### src/rtl/reg_piso_tx.sv
// ---------------------------------------------------------------------------
// reg_piso_tx
// Parallel-in / serial-out transmitter for unloading a data register onto a
// 1-bit serial link. A word is taken over a valid/ready load handshake and
// shifted out one bit per accepted serial beat. The serial side can stall
// for any number of cycles. A new word can be taken on the final beat of the
// current word, so back-to-back words leave no idle cycle on the link.
//
// Ports
//   Clock       in   1      single clock, all state changes on posedge
//   Reset       in   1      synchronous, active-high
//   Load_Valid  in   1      Load_Data holds a word to transmit
//   Load_Ready  out  1      a word can be taken this cycle (depends on Ser_Ready)
//   Load_Data   in   WIDTH  parallel word
//   Ser_Data    out  1      current serial bit
//   Ser_Valid   out  1      Ser_Data is valid
//   Ser_Ready   in   1      consumer takes Ser_Data this cycle
//   Ser_Last    out  1      current bit is the final bit of the word
//   Busy        out  1      a word is loaded and not yet fully transmitted
//   Word_Count  out  CNT_W  number of fully transmitted words, wraps
// ---------------------------------------------------------------------------
module reg_piso_tx #(
    parameter int WIDTH     = 32,
    parameter int MSB_FIRST = 1,
    parameter int CNT_W     = 8
) (
    input  logic             Clock,
    input  logic             Reset,
    input  logic             Load_Valid,
    output logic             Load_Ready,
    input  logic [WIDTH-1:0] Load_Data,
    output logic             Ser_Data,
    output logic             Ser_Valid,
    input  logic             Ser_Ready,
    output logic             Ser_Last,
    output logic             Busy,
    output logic [CNT_W-1:0] Word_Count
);

    localparam int BCW = (WIDTH > 2) ? $clog2(WIDTH) : 1;

    typedef enum logic {
        IDLE  = 1'b0,
        SHIFT = 1'b1
    } state_t;

    state_t             state_q, state_d;
    logic [WIDTH-1:0]   shreg_q, shreg_d;
    logic [BCW-1:0]     bcnt_q, bcnt_d;
    logic               last_q, last_d;
    logic [CNT_W-1:0]   wcnt_q, wcnt_d;
    logic               beat_s;
    logic               load_s;

    // In SHIFT Ser_Valid is always high, so a beat is simply SHIFT && Ser_Ready.
    assign beat_s     = (state_q == SHIFT) && Ser_Ready;
    // Ready in IDLE, or on the final beat so the next word follows without a bubble.
    assign Load_Ready = !Reset && ((state_q == IDLE) || (beat_s && last_q));
    assign load_s     = Load_Valid && Load_Ready;

    // Next-state logic: shift on a beat, then let a load override the result.
    always_comb begin
        state_d = state_q;
        shreg_d = shreg_q;
        bcnt_d  = bcnt_q;
        wcnt_d  = wcnt_q;
        if (beat_s) begin
            if (MSB_FIRST != 0) begin
                shreg_d = {shreg_q[WIDTH-2:0], 1'b0};
            end else begin
                shreg_d = {1'b0, shreg_q[WIDTH-1:1]};
            end
            if (last_q) begin
                wcnt_d  = wcnt_q + {{(CNT_W-1){1'b0}}, 1'b1};
                bcnt_d  = {BCW{1'b0}};
                state_d = IDLE;
            end else begin
                bcnt_d  = bcnt_q + {{(BCW-1){1'b0}}, 1'b1};
            end
        end else begin
            bcnt_d = bcnt_q;
        end
        if (load_s) begin
            shreg_d = Load_Data;
            bcnt_d  = {BCW{1'b0}};
            state_d = SHIFT;
        end else begin
            shreg_d = shreg_d;
        end
        // Ser_Last is registered: it is derived from the counter value being loaded.
        last_d = (state_d == SHIFT) && (bcnt_d == BCW'(WIDTH - 1));
    end

    // State registers with synchronous reset; a reset mid-word discards the word.
    always_ff @(posedge Clock) begin
        if (Reset) begin
            state_q <= IDLE;
            shreg_q <= {WIDTH{1'b0}};
            bcnt_q  <= {BCW{1'b0}};
            last_q  <= 1'b0;
            wcnt_q  <= {CNT_W{1'b0}};
        end else begin
            state_q <= state_d;
            shreg_q <= shreg_d;
            bcnt_q  <= bcnt_d;
            last_q  <= last_d;
            wcnt_q  <= wcnt_d;
        end
    end

    assign Ser_Data   = (MSB_FIRST != 0) ? shreg_q[WIDTH-1] : shreg_q[0];
    assign Ser_Valid  = (state_q == SHIFT);
    assign Busy       = (state_q == SHIFT);
    assign Ser_Last   = last_q;
    assign Word_Count = wcnt_q;

endmodule
### config.mk
export PLATFORM = sky130hd
export DESIGN_NAME = reg_piso_tx
export DESIGN_NICKNAME = d
export VERILOG_FILES = /design/src/rtl/reg_piso_tx.sv
export SDC_FILE = /design/constraint.sdc
export NUM_CORES = 1
export LEC_CHECK = 0
export ABC_AREA = 1
export BUFFER_PORTS_ARGS = -buffer_cell sky130_fd_sc_hd__buf_2
export CAP_MARGIN = 10
export CORE_MARGIN = 5
export CORE_UTILIZATION = 44
export DETAILED_ROUTE_END_ITERATION = 8
export PLACE_DENSITY = 0.67
export SYNTH_ARGS = -nofsm -noshare
export SYNTH_HDL_FRONTEND = slang
export SYNTH_SLANG_ARGS = --single-unit
### constraint.sdc
create_clock -name Clock -period 1.58 [get_ports Clock]
set_input_delay 0.237 -clock Clock [delete_from_list [all_inputs] [get_ports Clock]]
set_output_delay 0.237 -clock Clock [all_outputs]
set_load 0.03 [all_outputs]
==> reports/metrics.yaml, run 1 <==
power:
  p_total_mw: 2.250
  p_leak_nw: 1.238
  internal-power_mw: 1.675
  power_frac_comb_pct: 14.2
  powerDensity_nw_per_um2: 844.8
  peakVddDrop_mv: 0.5342
  pwr-share-seq_pct: 56.5
  p_sw_mw: 0.5753
  clockPowerShare_pct: 29.3
  switching_share_pct: 25.57
cells_and_area:
  finalNetCount: 421
  drive_gt1_share_pct: 17.80
  nFillCells: 515
  multiInputGateArea_um2: 1102
  antennaDiodeCount: 0
  fin_cells: 452
  area_growth_pct: 17.62
  fin_util_pct: 52.83
  seq_area_um2: 940.9
  final_area_um2: 2664
worst_setup_path:
  r2r_slack_ns: 0.20
  critPathMaxStageDelay_ns: 0.38
  crit_path_start_kind: "flop"
  critPathTopFamily: "flip-flops"
  path_class: "reg2out"
  cp.required_ns: 1.34
  r2r_cells: 6
  crit_path_cell_trace: "nand2_1 -> a21oi_2 -> buf_2"
  crit_slowest_cell: "dfxtp_1"
  cp.buffers_inverters: 1
  worstPathMaxFanout: 4
  crit_path_end_kind: "primary output"
  crit_cells: 3
  cp.arrival_ns: 1.20
min_path:
  holdPathStages: 3
  worstHoldPathType: "in2reg"
global_routing:
  grt_pass1_vias: 1805
  grt_usage_pct: 14.97
  grt_pass1_wl_mm: 7.907
  antenna_found_initial: 0
  grt_max_degree: 42
  grt_overflow_total: 0
clocking:
  path_clk_slew_ns: 0.08
  cts_resized: 0
  cts_buffers: 5
  htreeDepth: 2
  cts_buffer_depth: 2
  cts_tree: "yes"
  root_buffer: "clkbuf_8"
  clock_sinks: 47
  post_cts_buffers: 0
  insertion_delay_ns: 0.29
  holdBufCountCts: 0
floorplanning:
  die_w_um: 81.74
  initial_core_util_pct: 44.91
  placementRows: 26
  pin_count: 49
  dieArea_um2: 6681
  die_height_um: 81.74
  core_area_um2: 5042
sta:
  fin_setup_tns_ns: 0
  fin_skew_ns: 0.002663
  setup_viol: 0
  relSlewSlack_pct: 74.06
  layout_setup_ws_ns: 0.1429
  slew_viol_final: 0
  hold_slack_ns: 0.1668
  layout_min_cycle_time_ns: 1.437
  tightest_slew_ns: 0.3875
  timing.fmax_ghz: 0.6959
  period_share_pct: 90.95
  finalHoldViolCount: 0
  rsz0062_at_grt: "no"
synth:
  synth_cells: 337
  seq_area_frac_synth_pct: 41.55
  synth.distinct_cells: 24
  postSynthRegisterBits: 47
  syn_area_um2: 2265
  synthTopCellsByArea: "dfxtp_1, nand2_1, nor2_1"
  synth.net_count: 375
  synth_top_area_cell: "dfxtp_1"
  syn-mean-instance-area_um2: 6.720
  netlist.area_leader.share_pct: 41.55
  synth_warnings: 0
detailed_routing:
  drc_errors: 0
  top_layer_used: "met4"
  wirelength_met1_mm: 2.394
  detail_route.vias_per_cell: 4.677
  routed_wl_mm: 4.715
  drtIter0Drc: 78
  vias: 2114
  ant_nets: 0
  wl_per_cell_um: 10.43
  drtPass1Iterations: 4
  routed-wl-met3_um: 211
  dr_wl_met2_mm: 2.084
placement:
  io_buffers: 48
  hpwl_mm: 3.339
  pre_cts_ws_ns: 0.2079
  gp_congestion: 0.7955
  place_inst: 446
  placed_area_um2: 2591
flow_run:
  drv_cap: 0
outcome:
  status: "complete, no violations"
## placed cells by master, fill, tap and decap left out, drive strengths merged, types with 2 or more instances in the layout
cell / synthesis / layout
o21ai: 5 / 5
ha: 2 / 2
buf: 14 / 57
o211ai: 30 / 30
a21oi: 11 / 11
nand3b: 2 / 2
nor3: 2 / 2
clkbuf: 4 / 6
nor2: 74 / 74
nand3: 12 / 12
dfxtp: 47 / 47
inv: 34 / 34
nand2: 95 / 95
## routing by layer
metal  vias to the layer above  GRT usage [%]
li1                       1157              -
met1                       922          19.96
met2                        33          23.67
met3                         2          4.276
met4                         0          3.987
met5                         -              0
## path summary, 6_finish.rpt
| check | startpoint | endpoint |
|---|---|---|
| setup / recovery | Ser_Last | Load_Ready |
| hold / removal | Load_Data[5] | shreg_q[5] |
| setup reg to reg | Busy | shreg_q[30] |
| hold reg to reg | Word_Count[4] | Word_Count[4] |
## Yosys cell counts, drive strengths merged
cell type / count
nand3: 12
inv: 34
nand2: 95
o21ai: 5
xor2: 1
buf: 14
dfxtp: 47
nand3b: 2
clkbuf: 4
nand4: 1
o211a: 1
and2: 1
nor2: 74
a21oi: 11
nor3: 2
o211ai: 30
ha: 2
o21bai: 1
## flip-flops by register name, summed over array words and instances, names as in the netlist
signal	count
shreg_q	32
bcnt_q	5
Ser_Last	1
Busy	1
Word_Count	8
## cell type report
type / count / area share [%]
multi-input combinational: 238 / 41.38
sequential: 47 / 35.32
timing repair buffer: 57 / 12.49
inverter: 34 / 4.791
tap: 70 / 3.288
clock buffer: 6 / 2.724
## power by group through the flow
stage,Sequential [mW],Clock [mW],Combinational (mW)
global route,1.28,0.741,0.364
finish,1.27,0.660,0.319
floorplan,1.30,0,0.224
CTS,1.27,0.689,0.324
detailed placement,1.30,0,0.322
global placement,1.30,0,0.320
## worst min-delay path: stages
cell and delay (ns):
buf_2 0.08, nor2_1 0.03, nor2_1 0.08
## logic make-up after synthesis
family / after synthesis / synth area share, %
and+or+nand+nor: 187 / 32.54
xor gates and xnor gates: 1 / 0.3868
DFF: 47 / 41.55
AOI/OAI and AO/OA: 48 / 14.25
buffers and inverters: 52 / 10.17
adders and majority gates: 2 / 1.105
Note: power is estimated with default switching activity, not from simulation.
==> run 2: changes to the inputs <==
--- a/config.mk
+++ b/config.mk
@@ -5,13 +5,13 @@
 export SDC_FILE = /design/constraint.sdc
 export NUM_CORES = 1
 export LEC_CHECK = 0
-export ABC_AREA = 1
 export BUFFER_PORTS_ARGS = -buffer_cell sky130_fd_sc_hd__buf_2
 export CAP_MARGIN = 10
 export CORE_MARGIN = 5
 export CORE_UTILIZATION = 44
 export DETAILED_ROUTE_END_ITERATION = 8
-export PLACE_DENSITY = 0.67
+export PLACE_DENSITY = 0.75
+export SKIP_CTS_REPAIR_TIMING = 1
 export SYNTH_ARGS = -nofsm -noshare
 export SYNTH_HDL_FRONTEND = slang
 export SYNTH_SLANG_ARGS = --single-unit
==> run 2 against run 1 <==
  * Setup slack worse by 0.067 ns
  * Non-clock buffer count unchanged
  * Highest routed layer unchanged
  * Sequential cell count unchanged
  * Clock power grew 58%
==> reports/metrics.yaml, run 2 <==
outcome:
  status: "complete, no violations"
power:
  p_total_mw: 2.607
  peakVddDrop_mv: 0.6339
  p_leak_nw: 1.017
  powerDensity_nw_per_um2: 1003
synth:
  synthFlopType: "dfxtp_1"
  synth_common_cells: "nor2_1, dfxtp_1, nand2_1, nand3_1, a311oi_1"
  synthTopCellsByArea: "dfxtp_1, a311oi_1, nor2_1"
  synth_edf_count: 0
  netlist.area_leader.share_pct: 43.37
  synth_top_area_cell: "dfxtp_1"
  seq_area_frac_synth_pct: 43.37
  synth.net_count: 302
  synth_cells: 264
  ys_async_sr_fraction_pct: 0
  synth_most_common_cell: "nor2_1"
  synth.distinct_cells: 35
  syn-mean-instance-area_um2: 8.218
  syn_area_um2: 2170
  postSynthRegisterBits: 47
  synth_warnings: 0
floorplanning:
  die_height_um: 80.22
  initial_core_util_pct: 45.63
  die_w_um: 80.22
  dieArea_um2: 6435
  pin_count: 49
  placementRows: 25
  core_area_um2: 4755
placement:
  hpwl_mm: 3.309
  io_buffers: 48
  gp_congestion: 0.8916
  pre_cts_ws_ns: 0.09928
cells_and_area:
  seq_area_um2: 943.4
  antennaDiodeCount: 0
  mostFrequentLayoutCells: "nor2_1, buf_2, dfxtp_1"
  drive_gt1_share_pct: 24.09
  finalNetCount: 340
  largest_reg_flops: 32
  multiInputGateArea_um2: 1091
  nFillCells: 482
  largest_register: "shreg_q"
  area_growth_pct: 19.84
detailed_routing:
  wl_per_cell_um: 13.59
  drtIter0Drc: 126
  ant_nets: 0
  routed_wl_mm: 5.028
  detail_route.vias_per_cell: 5.400
  vias: 1998
  drtPass1Iterations: 4
  drc_errors: 0
worst_setup_path:
  cp.required_ns: 1.34
  crit_slowest_cell: "dfxtp_1"
  cp.buffers_inverters: 1
  crit_path_end_kind: "primary output"
  crit_path_start_kind: "flop"
  setup.worst_path.start: "Ser_Last"
  regToRegStartpoint: "bcnt_q[1]"
  critPathMaxStageDelay_ns: 0.45
  path_class: "reg2out"
  cp.arrival_ns: 1.27
  critPathTopFamily: "flip-flops"
  worstPathMaxFanout: 6
  crit_path_cell_trace: "a21boi_1 -> nor2_1 -> buf_2"
sta:
  layout_min_cycle_time_ns: 1.504
  finalHoldViolCount: 0
  slew_viol_final: 0
  layout_setup_ws_ns: 0.07566
  setup_viol: 0
  timing.fmax_ghz: 0.6647
  rsz0062_at_grt: "no"
  fin_skew_ns: 0.005731
  hold_slack_ns: 0.1777
  period_share_pct: 95.21
  fin_setup_tns_ns: 0
  relSlewSlack_pct: 79.02
  tightest_slew_ns: 0.3140
clocking:
  cts_buffers: 5
  cts_tree: "yes"
  insertion_delay_ns: 0.30
  htreeDepth: 2
  path_clk_slew_ns: 0.08
  clock_sinks: 47
  root_buffer: "clkbuf_8"
  cts_buffer_depth: 2
global_routing:
  grt_overflow_total: 0
  antenna_found_initial: 0
  grt_pass1_wl_mm: 8.273
  grt_max_degree: 38
  grt_usage_pct: 16.13
  grt_pass1_vias: 1827
flow_run:
  drv_cap: 0
min_path:
  worstHoldPathType: "in2reg"
  min-delay-start: "Reset"
-- run 2: cell count changes after synthesis, sizes merged, moves of 6 or more --
cell and delta:
a311oi +31, o211ai -30, xor2 +6, nor2 -26, inv -34, a21oi -7, clkbuf +8, nand2 -59
nand3 +23
-- run 2: per-stage QoR --
| stage | cell area (µm²) | utilization [%] | std cells |
|---|---|---|---|
| after floorplan | 2171 | - | 264 |
| after global placement | 2462 | 51.79 | 362 |
| after detailed placement | 2462 | 51.79 | 362 |
| after CTS | 2599 | 54.66 | 370 |
| after global routing | 2600 | 54.68 | 370 |
| final | 2600 | 54.68 | 370 |
-- run 2: cell type report --
| class | instances | share of cell area [%] |
|---|---|---|
| clock buffer | 5 | 2.647 |
| clock inverter | 3 | 2.599 |
| multi-input combinational | 191 | 41.96 |
| sequential | 47 | 36.28 |
| tap | 67 | 3.224 |
| timing repair buffer | 57 | 13.28 |
-- run 2: cells by family (layout without fill, tap and decap cells) --
group                      Yosys count  count (layout)  synth area share (%)
AOI/OAI and AO/OA                   43              43                 16.15
xor gates and xnor gates             9               9                 3.633
adders and majority gates            2               2                 1.153
buffers and inverters               26              65                 6.344
DFF                                 47              47                 43.37
muxes                                2               2                0.9804
and+or+nand+nor                    135             135                 28.37
-- run 2: power by group --
| group | switching [mW] | internal, mW |
|---|---|---|
| clock network | 0.412 | 0.631 |
| registers | 0.0336 | 1.24 |
| logic | 0.167 | 0.119 |
| total | 0.613 | 1.99 |
-- run 2: worst paths after layout --
| path | endpoint | slack (ns) | depth (start not counted) |
|---|---|---|---|
| worst max-delay path | Load_Ready | 0.08 | 3 |
| worst min-delay path | Busy | 0.18 | 2 |
| worst max register to register | Ser_Last | 0.15 | 5 |
| worst min register to register | shreg_q[31] | 0.48 | 2 |
-- run 2: metal layers --
layer	global-route usage, %	part of all wire, %	wire length (µm)
met4	6.757	1.7	87
met5	0	0	0
met3	3.587	5.0	253
met1	21.50	48	2400
met2	25.00	45	2287
-- run 2: worst reg2reg max path, delay by kind of cell (launching register included) --
family,cells,cell delay (ns)
AND/OR/NAND/NOR,3,0.69
flip-flops,1,0.37
adder cells (fa/ha/maj),1,0.17
AO/OA/AOI/OAI,1,0.15
